<file path="src/rtl/ahb3lite_fault_slave.sv">
// ahb3lite_fault_slave: AHB3-Lite default slave with wait states, ERROR/OKAY response mode
// and first-fault capture plus a saturating count of unclaimed accesses.
module ahb3lite_fault_slave #(
   parameter int                    ADDR_WIDTH  = 32,
   parameter int                    DATA_WIDTH  = 32,
   parameter int                    WAIT_STATES = 0,
   parameter bit                    ERR_MODE    = 1'b1,
   parameter logic [DATA_WIDTH-1:0] RDATA_VALUE = '0,
   parameter int                    CNT_WIDTH   = 8
) (
   input  logic                  CLK,
   input  logic                  RESETn,
   input  logic                  HSEL,
   input  logic [ADDR_WIDTH-1:0] HADDR,
   input  logic                  HWRITE,
   input  logic [2:0]            HSIZE,
   input  logic [1:0]            HTRANS,
   input  logic                  HREADY,
   output logic                  HREADYOUT,
   output logic                  HRESP,
   output logic [DATA_WIDTH-1:0] HRDATA,
   input  logic                  fault_clr,
   output logic                  fault_valid,
   output logic                  fault_ovf,
   output logic [ADDR_WIDTH-1:0] fault_addr,
   output logic                  fault_write,
   output logic [2:0]            fault_size,
   output logic [CNT_WIDTH-1:0]  fault_count
);
   typedef enum logic [2:0] {IDLE, WAIT, ERR1, ERR2, OKAY} state_t;

   localparam state_t     RESP_ST   = state_t'(ERR_MODE ? ERR1 : OKAY);
   localparam state_t     FIRST_ST  = state_t'((WAIT_STATES > 0) ? WAIT : RESP_ST);
   localparam logic [3:0] WAIT_LOAD = (WAIT_STATES > 0) ? 4'(WAIT_STATES - 1) : 4'd0;

   state_t                state, next;
   logic [3:0]            wait_cnt;
   logic [ADDR_WIDTH-1:0] pend_addr;
   logic                  pend_write;
   logic [2:0]            pend_size;
   logic                  complete, start, keep_valid;
   logic [CNT_WIDTH-1:0]  cnt_base;

   assign complete   = (state == ERR2) || (state == OKAY);
   // only IDLE and completion cycles may start a transfer, even if HREADY misbehaves
   assign start      = HSEL & HREADY & (HTRANS inside {2'b10, 2'b11}) & ((state == IDLE) | complete);
   assign HRDATA     = RDATA_VALUE;
   assign keep_valid = fault_valid & ~fault_clr;
   assign cnt_base   = fault_clr ? '0 : fault_count;

   always_comb begin
      next = IDLE;
      case (state)
         WAIT:    next = (wait_cnt == 4'd0) ? RESP_ST : WAIT;
         ERR1:    next = ERR2;
         default: next = start ? FIRST_ST : IDLE;
      endcase
   end

   always_ff @(posedge CLK or negedge RESETn) begin
      if (!RESETn) begin
         state      <= IDLE;
         HREADYOUT  <= 1'b1;
         HRESP      <= 1'b0;
         wait_cnt   <= '0;
         pend_addr  <= '0;
         pend_write <= 1'b0;
         pend_size  <= '0;
      end else begin
         state     <= next;
         HREADYOUT <= (next == IDLE) || (next == ERR2) || (next == OKAY);
         HRESP     <= (next == ERR1) || (next == ERR2);
         wait_cnt  <= (state == WAIT) ? wait_cnt - 4'd1 : WAIT_LOAD;
         if (start) begin
            pend_addr  <= HADDR;
            pend_write <= HWRITE;
            pend_size  <= HSIZE;
         end
      end
   end

   // a clear coinciding with a completion wipes the old record before logging the new fault
   always_ff @(posedge CLK or negedge RESETn) begin
      if (!RESETn) begin
         fault_valid <= 1'b0;
         fault_ovf   <= 1'b0;
         fault_count <= '0;
         fault_addr  <= '0;
         fault_write <= 1'b0;
         fault_size  <= '0;
      end else if (complete) begin
         fault_count <= (&cnt_base) ? cnt_base : cnt_base + CNT_WIDTH'(1);
         fault_valid <= 1'b1;
         fault_ovf   <= ~fault_clr & (fault_ovf | fault_valid);
         if (!keep_valid) begin
            fault_addr  <= pend_addr;
            fault_write <= pend_write;
            fault_size  <= pend_size;
         end
      end else if (fault_clr) begin
         fault_valid <= 1'b0;
         fault_ovf   <= 1'b0;
         fault_count <= '0;
      end
   end
endmodule

</file>
<file path="config.mk">
export PLATFORM = sky130hd
export DESIGN_NAME = ahb3lite_fault_slave
export DESIGN_NICKNAME = d
export VERILOG_FILES = /design/src/rtl/ahb3lite_fault_slave.sv
export SDC_FILE = /design/constraint.sdc
export NUM_CORES = 1
export LEC_CHECK = 0
export ABC_AREA = 0
export BUFFER_PORTS_ARGS = -buffer_cell sky130_fd_sc_hd__buf_2
export CORE_MARGIN = 2
export CORE_UTILIZATION = 51
export DETAILED_ROUTE_END_ITERATION = 10
export GPL_TIMING_DRIVEN = 0
export PLACE_DENSITY = 0.91
export SLEW_MARGIN = 20
export SYNTH_ARGS = -nofsm -noshare
export SYNTH_HDL_FRONTEND = slang
export SYNTH_SLANG_ARGS = --single-unit
</file>
<file path="constraint.sdc">
create_clock -name CLK -period 2.5 [get_ports CLK]
set_input_delay 0.375 -clock CLK [delete_from_list [all_inputs] [get_ports CLK]]
set_output_delay 0.375 -clock CLK [all_outputs]
set_load 0.005 [all_outputs]
</file>
### Word-level counts from Yosys, hierarchy flattened

Index checks and enable logic that the tools add are counted.
Widths: inputs -> output; s select.

| word-level totals | value |
|---|---|
| flip-flop bits (word level) | 91 |
| bits in latches | 0 |
| memory bits (writable) | 0 |
| memory bits (read-only) | 0 |
| logic and storage cells | 54 |
| memories kept | 0 |

| operators by class | value |
|---|---|
| add/subtract/negate cells | 2 |
| multipliers | 0 |
| divide/modulo/power cells | 0 |
| order comparisons | 0 |
| equal/unequal tests | 9 |
| shift-type cells | 0 |
| mux-type cells | 10 |
| bitwise operators | 9 |
| reduce and logical (&&, ||, !) cells | 11 |

Operators with widths:

| kind | count |
|---|---|
| $mux 8 | 3 |
| $eq 3x2->1 const B | 4 |
| $add 8x1->8 const B | 1 |
| $reduce_and 8->1 | 1 |
| $eq 3x3->1 const B | 2 |
| $logic_not 3->1 | 2 |
| $and 1x1->1 | 5 |
| $eq 2x2->1 const B | 2 |
| $logic_not 4->1 | 1 |
| $logic_or 1x1->1 | 4 |
| $mux 2 | 2 |
| $mux 4 | 1 |
| $pmux 2 s2 | 1 |
| $reduce_bool 2->1 | 2 |
| $sub 4x1->4 const B | 1 |
| $eq 3x1->1 const B | 1 |
| $mux 1 | 3 |
| $not 1->1 | 2 |
| $or 1x1->1 | 2 |
| $reduce_and 2->1 | 1 |

### Longest topological paths before layout

Gate-level depths: netlist of the first run.

| depth | value |
|---|---|
| depth after elaboration | 9 |
| mapped depth | 7 |

### Worst setup path before layout of the first run

OpenSTA, ideal clock, no wires.

| timing | value |
|---|---|
| path type | flip-flop to flip-flop |
| from | register state[0] |
| to | register HRESP |
| setup time | 127 ps |
| arrival time | 1635 ps |
| required time | 2373 ps |
| path slack | 738 ps |
| stages on the path, launching flop included | 8 |
| period minus slack after synthesis | 1762 ps |
| cells stage by stage | dfrtp_1 inv_1 ha_1 nand4_4 buf_6 o21ai_0 ha_1 or2_2 |

| between the ends | value |
|---|---|
| cells in the longest elaborated chain, start to end | 8 |
| elaborated cells on any way between the ends | 13 |

Ends and longest elaborated chain:

| element | line | source |
|---|---|---|
| start: declaration | 36 | `state_t state, next;` |
| start signal: assignment | 70 | `state <= next;` |
| $eq 3x2->1 / $eq 3x3->1 (equally long branches) | 44 | `assign complete = (state == ERR2) \|\| (state == OKAY);` |
| $logic_or 1x1->1 | 44 |  |
| $or 1x1->1 | 46 | `assign start = HSEL & HREADY & (HTRANS inside {2'b10, 2'b11}) & ((state == IDLE) \| complete);` |
| $and 1x1->1 | 46 |  |
| $mux 2 | 56 | `default: next = start ? FIRST_ST : IDLE;` |
| $pmux 2 s2 * | 53 | `case (state)` |
| named net next[1] | 36 |  |
| $eq 3x2->1 | 72 | `HRESP <= (next == ERR1) \|\| (next == ERR2);` |
| $logic_or 1x1->1 * | 72 |  |
| end signal: assignment | 72 |  |
| end: declaration | 20 | `output logic HRESP,` |

The timed path passes the listed nets; every way through them passes the cells marked *.
A chain may end at the register's enable or synchronous reset.

### Final worst setup path of the first run

Ends and elaborated chain as after synthesis.

==> impl_metrics.py, run 1 <==
metrics = {
    "worst_setup_path": {
        "crit_chain": "inv_1, ha_1, nand4_4, buf_6, o21ai_0, ha_1, or2_2",
        "end_kind": "flop",
        "r2r_slack_ps": 540,
        "max_stage_delay_ps": 420,
        "crit_family": "adder cells",
        "crit_path_frequent_cell": "ha_1",
        "start_kind": "flop",
        "slowest_stage": "dfrtp_1",
        "path_class": "reg -> reg",
        "cp_max_fo": 10,
        "crit_buf_inv": 2,
        "crit_required_ps": 2730,
        "worstPathArrival_ps": 2190,
    },
    "synth": {
        "yosysSeqAreaShare_pct": 57.4,
        "yosysUniqueCellTypes": 37,
        "ys_top_cells_by_area": "dfrtp_1 57%, mux2_2 12%, mux2_4 11%, buf_4 6.9%, ha_1 2.2%",
        "synth_top_area_share_pct": 56.7,
        "yosysTopAreaCell": "dfrtp_1",
        "syn_area_mm2": 0.00393,
        "ys_ff_latch": 90,
        "synth-async-reset-ratio_pct": 100,
        "synth_ff_type": "dfrtp_1",
        "ys_warn_count": 0,
        "synth_edf_count": 0,
        "syn_avg_cell_area_um2": 14.8,
        "netlist_instances": 266,
    },
    "finish": {
        "nFillCells": 559,
        "postLayoutCellArea_mm2": 0.00482,
        "drive_above_1_share_pct": 55.6,
        "fin_util_pct": 65.4,
        "antenna_cells": 0,
        "most-common-layout-cells": "89 x dfrtp_1, 89 x buf_2, 43 x mux2_2",
        "synthToLayoutAreaGrowth_pct": 22.8,
        "final_nets": 449,
    },
    "cts": {
        "htreeDepth": 3,
        "cts_num_sinks": 90,
        "clk_pin_slew_ps": 90,
        "cts-buffers-inserted": 9,
        "clk_latency_ps": 340,
        "cts_root_buffer": "clkbuf_8",
        "postCtsSetupBuffers": 0,
        "cts_buffer_depth": 2,
        "cts_tree": "done",
    },
    "route": {
        "drc": 0,
        "wl_per_cell_um": 14.5,
        "routed-via-count": 2418,
        "dr.pass1.iters": 4,
        "via_per_inst": 4.82,
        "drt_wl_total_um": 7280,
        "detail-route-antenna-nets": 0,
        "drt_first_iter_violations": 41,
    },
    "place": {
        "finalWeightedCongestion": 0.797,
        "dp_slack_ps": 507,
        "hpwlAfterDp_um": 5360,
        "portBuffers": 89,
        "placed_area_mm2": 0.00464,
    },
    "power_and_ir_drop": {
        "power.switching_mw": 0.724,
        "p_leak_nw": 2.72,
        "p_clk_share_pct": 28.1,
        "vdd_drop_max_mv": 0.425,
        "pwr-share-seq_pct": 57.0,
        "p_per_area_mw_per_mm2": 631,
        "switching_share_pct": 23.8,
        "comb_power_share_pct": 15.0,
        "internal_power_mw": 2.32,
    },
    "global_routing": {
        "grt_max_degree": 57,
        "grt_util_met3_pct": 4.68,
        "grt_pass1_vias": 2476,
        "grt_overflow": 0,
        "grt_pass1_wl_um": 11800,
        "grt_use_met2_pct": 31.1,
        "met1_usage_pct": 21.9,
        "antenna_found_initial": 0,
        "grt_use_total_pct": 17.9,
        "busiest_layer": "met2",
    },
    "floorplan": {
        "die_x_um": 91.7,
        "die_h_um": 91.7,
        "rows": 31,
        "core_mm2": 0.00737,
        "start_util_pct": 53.3,
        "dieArea_mm2": 0.00841,
        "io_pins": 123,
    },
    "sta": {
        "finalCritPeriodShare_pct": 78.5,
        "layout_setup_ws_ps": 537,
        "max_clock_freq_mhz": 509,
        "hold_viol_final": 0,
        "fin_tns_setup_ps": 0,
        "drv_slew": 0,
        "fin_skew_ps": 12.1,
        "rsz0062_at_grt": "no",
        "setup_viol_count_final": 0,
        "post-route-min-period_ps": 1960,
    },
    "status": {
        "status": "completed",
    },
    "min_path": {
        "hold_path.class": "in -> reg",
    },
    "flow_run": {
        "drv_cap": 0,
    },
}
-- repair_timing --
action | CTS | global route
gates resized for setup | 0 | 0
hold buffers | 1 | 0
hold endpoints to repair | 27 | 0
-- path summary, 6_finish.rpt --
check | end | depth (start not counted) | start
min reg2reg | wait_cnt[0] | 1 | wait_cnt[0]
min in group asynchronous | fault_count[3] | 2 | RESETn
min | pend_addr[16] | 2 | HADDR[16]
max reg2reg | HRESP | 7 | state[0]
max in group asynchronous | pend_addr[19] | 3 | RESETn
max | HRESP | 7 | state[0]
-- area by class of cell --
| cell class | count | area, um2 | share of cell area [%] |
|---|---|---|---|
| Timing Repair Buffer | 91 | 485 | 10.1 |
| Buffer | 41 | 313 | 6.49 |
| Multi-Input combinational cell | 161 | 1460 | 30.2 |
| Sequential cell | 90 | 2250 | 46.8 |
| Inverter | 5 | 18.8 | 0.389 |
| Tap cell | 99 | 124 | 2.57 |
| Clock inverter | 5 | 31.3 | 0.649 |
| Clock buffer | 10 | 138 | 2.86 |
-- cell families (layout without fill, tap and decap cells) --
| family | Yosys count | count (layout) | share of synthesized area (%) |
|---|---|---|---|
| AOI/OAI and AO/OA | 14 | 14 | 2.17 |
| other | 1 | 32 | 0.0955 |
| DFF | 90 | 90 | 57.4 |
| muxes | 73 | 73 | 23.7 |
| buffers and inverters | 46 | 152 | 8.45 |
| xor gates and xnor gates | 2 | 2 | 0.446 |
| and+or+nand+nor | 33 | 33 | 5.51 |
| adders and majority gates | 7 | 7 | 2.23 |
-- stage by stage --
stage / instances / hold slack [ps] / power (mW)
floorplan: 297 / 79.4 / 2.04
global placement: 485 / 440 / 2.18
detailed placement: 486 / 360 / 2.22
CTS: 502 / 239 / 3.08
global route: 502 / 240 / 3.21
finish: 502 / 263 / 3.04
-- flip-flops by register name, summed over array words and instances, names as in the netlist --
register / count
fault_addr: 32
pend_addr: 32
fault_count: 8
wait_cnt: 4
fault_size: 3
pend_size: 3
state: 2
HREADYOUT: 1
HRESP: 1
fault_ovf: 1
fault_valid: 1
fault_write: 1
pend_write: 1
-- cells in the mapped netlist (all sizes together), types with 2 or more instances --
master and number:
a211oi 3, a21oi 4, a31oi 4, and2 2, and3 2, buf 40, dfrtp 89, ha 7
inv 5, mux2 72, nand2 3, nand2b 3, nand3 2, nand4 2, nor2 6, nor2b 2
nor3 3, o21ai 2, or2 2, xor2 2
-- power groups by stage --
stage | registers, mW | logic, mW | clock network, mW
floorplan | 1.74 | 0.302 | 0
global placement | 1.74 | 0.434 | 0
detailed placement | 1.76 | 0.457 | 0
CTS | 1.73 | 0.461 | 0.888
global route | 1.75 | 0.498 | 0.954
finish | 1.73 | 0.455 | 0.854
-- routing by layer --
metal / up-vias / routed length, um
met5: - / 0
met4: 0 / 39
met3: 4 / 456
met2: 96 / 3790
met1: 1197 / 3000
li1: 1121 / -
Note: power is estimated with default switching activity, not from simulation.
==> run 2: changes to the inputs <==
- ABC_AREA: 0 -> 1
- PLACE_DENSITY: 0.91 -> 0.9
- clock period: 2.5 -> 1.87 ns (I/O delays scaled with it)
==> run 2 against run 1 <==
Synthesized cell count increased by 57%. Maximum frequency increased by 16%. Clock-buffer cell count increased by 1. Sequential share of layout area decreased by 1.8 points. Routed wire length increased by 17%. Cell area increased by 4.0%. Total power increased by 49%. Hold slack got worse by 130 ps. Combinational power increased by 67%. Critical path type unchanged. Critical endpoint is now pend_addr[3]. Largest cell class unchanged.
==> impl_metrics.py, run 2 <==
metrics = {
    "floorplan": {
        "io_pins": 123,
        "rows": 32,
        "core_mm2": 0.00773,
        "dieArea_mm2": 0.00872,
        "die_x_um": 93.4,
        "die_h_um": 93.4,
        "start_util_pct": 52.7,
    },
    "global_routing": {
        "grt_pass1_wl_um": 13900,
        "grt_pass1_vias": 2961,
        "grt_use_total_pct": 20.6,
        "grt_max_degree": 53,
        "grt_overflow": 0,
        "antenna_found_initial": 0,
    },
    "finish": {
        "drive_above_1_share_pct": 36.3,
        "reg_top3": "fault_addr x32, pend_addr x32, fault_count x8",
        "final_nets": 601,
        "most-common-layout-cells": "102 x nand2_1, 92 x buf_2, 89 x dfrtp_1",
        "layout_commonest_cell": "nand2_1",
        "postLayoutCellArea_mm2": 0.00501,
        "antenna_cells": 0,
        "synthToLayoutAreaGrowth_pct": 23.0,
    },
    "synth": {
        "synth_ff_type": "dfrtp_1",
        "synth-xor-area-share_pct": 0.430,
        "synth-async-reset-ratio_pct": 100,
        "ys_warn_count": 0,
        "yosysSeqAreaShare_pct": 55.3,
        "yosys-top-cells-count": "102 x nand2_1, 89 x dfrtp_1, 53 x inv_1, 37 x o21ai_0, 36 x o21ai_2",
        "ys_top_cells_by_area": "dfrtp_1 55%, nand2_1 9.4%, o21ai_2 7.7%, buf_4 6.4%, inv_1 4.9%",
        "synth_simple_gate_area_share_pct": 14.8,
        "synth_edf_count": 0,
        "ys_ff_latch": 90,
        "synth_top_family_by_area": "simple AND/OR/NAND/NOR gates",
        "synth_compound_area_share_pct": 13.0,
        "netlist_instances": 418,
        "synthMuxAreaShare_pct": 0,
        "yosysTopAreaCell": "dfrtp_1",
        "synthAdderAreaFrac_pct": 2.15,
        "synth_top_area_share_pct": 54.7,
        "syn_avg_cell_area_um2": 9.75,
        "synth_most_common_cell": "nand2_1",
        "yosysUniqueCellTypes": 28,
        "syn_area_mm2": 0.00408,
    },
    "sta": {
        "finalCritPeriodShare_pct": 90.1,
        "fin_skew_ps": 8.60,
        "hold_viol_final": 0,
        "drv_slew": 0,
        "setup_viol_count_final": 0,
        "layout_setup_ws_ps": 184,
        "max_clock_freq_mhz": 593,
        "whs_ps": 131,
        "slew_headroom_pct": 65.3,
        "post-route-min-period_ps": 1690,
        "rsz0062_at_grt": "no",
        "worst_pin_slew_ps": 520,
        "fin_tns_setup_ps": 0,
    },
    "route": {
        "dr.pass1.iters": 4,
        "wl_per_cell_um": 13.0,
        "via_per_inst": 4.70,
        "routed-via-count": 3080,
        "drt_wl_total_um": 8560,
        "drc": 0,
        "drt_first_iter_violations": 134,
        "detail-route-antenna-nets": 0,
    },
    "worst_setup_path": {
        "crit_required_ps": 2090,
        "path_class": "reg -> reg",
        "crit_chain": "inv_1, ha_1, nand2_1, nor2_4, buf_2, o21ai_0",
        "slowest_stage": "dfrtp_1",
        "max_stage_delay_ps": 420,
        "start_kind": "flop",
        "crit_path_start": "state[0]",
        "worstPathArrival_ps": 1910,
        "cp_max_fo": 10,
        "timing.rr.start": "state[0]",
        "end_kind": "flop",
    },
    "power_and_ir_drop": {
        "vdd_drop_max_mv": 0.534,
        "p_per_area_mw_per_mm2": 905,
        "p_total_mw": 4.54,
        "p_leak_nw": 2.68,
    },
    "flow_run": {
        "drv_cap": 0,
    },
    "min_path": {
        "hold_path.startpoint": "HADDR[11]",
        "hold_path.class": "in -> reg",
    },
    "cts": {
        "cts_resized": 0,
        "postCtsSetupBuffers": 0,
        "cts-buffers-inserted": 9,
        "htreeDepth": 3,
        "clk_pin_slew_ps": 90,
        "cts_root_buffer": "clkbuf_8",
        "postCtsHoldBufs": 1,
        "clk_latency_ps": 350,
        "cts_buffer_depth": 2,
        "cts_tree": "done",
        "cts_num_sinks": 90,
    },
    "place": {
        "portBuffers": 89,
        "placed_area_mm2": 0.00479,
        "hpwlAfterDp_um": 6300,
        "finalWeightedCongestion": 0.827,
        "dp_slack_ps": 185,
    },
    "status": {
        "status": "completed",
    },
}
run 2: area by class of cell:
cell class,count,area (um2)
buffer,47,373
clock buffer,11,141
clock inverter,3,65.1
fill,618,2720
inverter,54,205
multi-input combinational,258,1360
sequential,90,2250
tap,102,128
timing repair buffer,91,485
run 2: power breakdown:
part | switching [mW] | leakage, nW | internal [mW] | total [mW]
sequential | 0.116 | 1.07 | 2.24 | 2.35
combinational | 0.426 | 1.51 | 0.334 | 0.760
clock | 0.647 | 0.105 | 0.774 | 1.42
run 2: routing by layer:
layer / part of all wire [%] / track usage [%]
met5: 0 / 0
met4: 1.6 / 7.84
met3: 4.7 / 2.74
met2: 51 / 35.1
met1: 42 / 26.8
run 2: per-stage QoR:
step	std cells	util (%)
after floorplan	449	-
after global placement	640	61.7
after detailed placement	641	62.0
after CTS	656	64.8
after global routing	656	64.8
final	656	64.8
run 2: cell families (layout without fill, tap and decap cells):
group | Yosys count | in the layout
DFF | 90 | 90
adders and majority gates | 7 | 7
other | 1 | 32
AOI/OAI and AO/OA | 79 | 79
buffers and inverters | 101 | 206
and+or+nand+nor | 138 | 138
xor gates and xnor gates | 2 | 2
run 2: worst paths after layout:
path	end	slack [ps]	depth (start not counted)
worst max-delay path	pend_addr[3]	180	6
worst min register to register	wait_cnt[0]	430	1
worst max register to register	pend_addr[3]	180	6
min in group asynchronous	fault_count[7]	440	2
worst min-delay path	pend_addr[11]	130	3
max in group asynchronous	HREADYOUT	770	3
run 2: critical path, delay by kind of cell (launching register included):
family	cells	cell delay, ps
fa+ha+maj	1	320
simple gates	2	330
buf+inv	2	350
flops	1	420
compound gates	1	130
==> run 3: changes to the inputs <==
- CTS_CLUSTER_DIAMETER: not set -> 150
- CTS_CLUSTER_SIZE: not set -> 12
- REMOVE_ABC_BUFFERS: not set -> 1
==> run 3 against run 2 <==
Register-to-register slack worse by 80 ps. Non-clock buffer count shrank 45. Maximum frequency is 4.6% lower. Clock skew rose by 0.97 ps. Die area stayed put. Clock-buffer cell count increased by 1. Sequential share of layout area up 2.7 points. Clock power grew 9.9%. Global-route usage decreased by 1.8 points. Combinational power fell by 7.4%. Critical endpoint is now HRESP. Highest routed layer is now met5.
==> impl_metrics.py, run 3 (synthesis gave the netlist of run 2 again) <==
metrics = {
    "status": {
        "status": "completed",
    },
    "place": {
        "finalWeightedCongestion": 0.845,
        "dpl.cell_count": 595,
        "portBuffers": 89,
        "hpwlAfterDp_um": 5330,
        "dp_slack_ps": -120,
        "placed_area_mm2": 0.00444,
    },
    "cts": {
        "clk_latency_ps": 340,
        "cts-buffers-inserted": 9,
        "cts_num_sinks": 90,
        "cts_root_buffer": "clkbuf_8",
        "cts_tree": "done",
        "htreeDepth": 3,
        "clk_pin_slew_ps": 90,
        "cts_buffer_depth": 2,
    },
    "route": {
        "routed-via-count": 2888,
        "drc": 0,
        "wl_per_cell_um": 12.4,
        "via_per_inst": 4.70,
        "dr.pass1.iters": 4,
        "detail-route-antenna-nets": 0,
        "drt_first_iter_violations": 103,
        "drt_wl_total_um": 7600,
    },
    "sta": {
        "drv_slew": 0,
        "rsz0062_at_grt": "no",
        "slew_headroom_pct": 62.5,
        "worst_pin_slew_ps": 563,
        "layout_setup_ws_ps": 104,
        "fin_skew_ps": 9.57,
        "hold_viol_final": 0,
        "max_clock_freq_mhz": 566,
        "whs_ps": 143,
        "finalCritPeriodShare_pct": 94.5,
        "fin_tns_setup_ps": 0,
        "setup_viol_count_final": 0,
        "post-route-min-period_ps": 1770,
    },
    "floorplan": {
        "io_pins": 123,
        "core_mm2": 0.00773,
        "rows": 32,
        "start_util_pct": 52.7,
        "dieArea_mm2": 0.00872,
        "die_h_um": 93.4,
        "die_x_um": 93.4,
    },
    "power_and_ir_drop": {
        "p_leak_nw": 2.45,
        "p_total_mw": 4.62,
        "internal_power_mw": 3.46,
        "power.switching_mw": 1.16,
        "comb_power_share_pct": 15.2,
        "p_clk_share_pct": 33.8,
        "switching_share_pct": 25.2,
        "vdd_drop_max_mv": 0.573,
        "p_per_area_mw_per_mm2": 977,
        "pwr-share-seq_pct": 50.9,
    },
    "global_routing": {
        "grt_overflow": 0,
        "grt_use_total_pct": 18.8,
        "grt_max_degree": 73,
        "antenna_found_initial": 1,
        "grt_pass1_vias": 2899,
        "grt_pass1_wl_um": 13000,
    },
    "finish": {
        "fin_util_pct": 61.2,
        "final_nets": 557,
        "most-common-layout-cells": "102 x nand2_1, 89 x dfrtp_1, 88 x buf_2",
        "final_cells": 614,
        "layout_commonest_cell": "nand2_1",
        "synthToLayoutAreaGrowth_pct": 16.0,
        "drive_above_1_share_pct": 31.1,
        "reg_top3": "fault_addr x32, pend_addr x32, fault_count x8",
        "antenna_cells": 0,
        "postLayoutCellArea_mm2": 0.00473,
    },
    "worst_setup_path": {
        "worstSetupEndpoint": "HRESP",
        "crit_required_ps": 2100,
        "slowest_stage": "dfrtp_1",
        "worstPathArrival_ps": 1990,
        "crit_path_start": "state[0]",
        "end_kind": "flop",
        "crit_path_frequent_cell": "ha_1",
        "path_class": "reg -> reg",
        "max_stage_delay_ps": 420,
        "r2r_slack_ps": 100,
        "start_kind": "flop",
        "rr_worst_depth": 6,
        "rr_endpoint": "HRESP",
        "crit_chain": "inv_1, ha_1, nand2_1, o22ai_1, ha_1, or2_2",
        "cp_max_fo": 4,
        "timing.rr.start": "state[0]",
    },
    "min_path": {
        "hold_path.class": "in -> reg",
    },
    "flow_run": {
        "drv_cap": 0,
    },
}
## run 3: layer usage
metal	vias up	track usage [%]	wire length, um
met5	-	0	16
met2	91	32.7	3810
met4	2	7.23	129
met3	16	3.87	444
li1	1412	-	-
met1	1367	22.9	3200
## run 3: timing repair
action / in CTS / in global routing
setup buffers: 1 / 0
gates resized for setup: 1 / 2
endpoints found under the hold margin: 43 / 0
setup endpoints to repair: 42 / 28
pin swaps: 1 / 0
hold buffers: 1 / 0
gates cloned: 1 / 0
## run 3: critical path: cells and delay by family, from the launching register on
family                   cells  cell delay, ps
AO/OA/AOI/OAI                1             150
adder cells (fa/ha/maj)      2             530
buffers and inverters        1              60
flip-flops                   1             420
AND/OR/NAND/NOR              2             490
## run 3: worst min-delay path by stage
| stage | startpoint | to | slack [ps] | depth (start not counted) |
|---|---|---|---|---|
| finish | HADDR[24] | pend_addr[24] | 140 | 3 |
| global route | HADDR[1] | pend_addr[1] | 130 | 3 |
| CTS | HADDR[24] | pend_addr[24] | 120 | 3 |
| detailed placement | RESETn | pend_addr[18] | 320 | 1 |
| global placement | wait_cnt[0] | wait_cnt[0] | 410 | 1 |
| floorplan | RESETn | HRESP | -20 | 0 |
## run 3: power by group through the flow
stage | registers [mW] | clock network (mW) | logic, mW
2_1_floorplan | 2.39 | 0 | 0.383
3_3_place_gp | 2.38 | 0 | 0.648
3_5_place_dp | 2.39 | 0 | 0.705
4_1_cts | 2.35 | 1.61 | 0.717
5_1_grt | 2.39 | 1.70 | 0.816
6_report | 2.35 | 1.56 | 0.704
## run 3: final cells by class
| class | instances | area [um2] |
|---|---|---|
| repair buffers | 93 | 513 |
| clock inverters | 4 | 98.8 |
| clock buffers | 12 | 145 |
| flip-flops and latches | 90 | 2250 |
| fillers | 675 | 3000 |
| multi-input cells | 259 | 1380 |
| inverters | 54 | 205 |
| well taps | 102 | 128 |
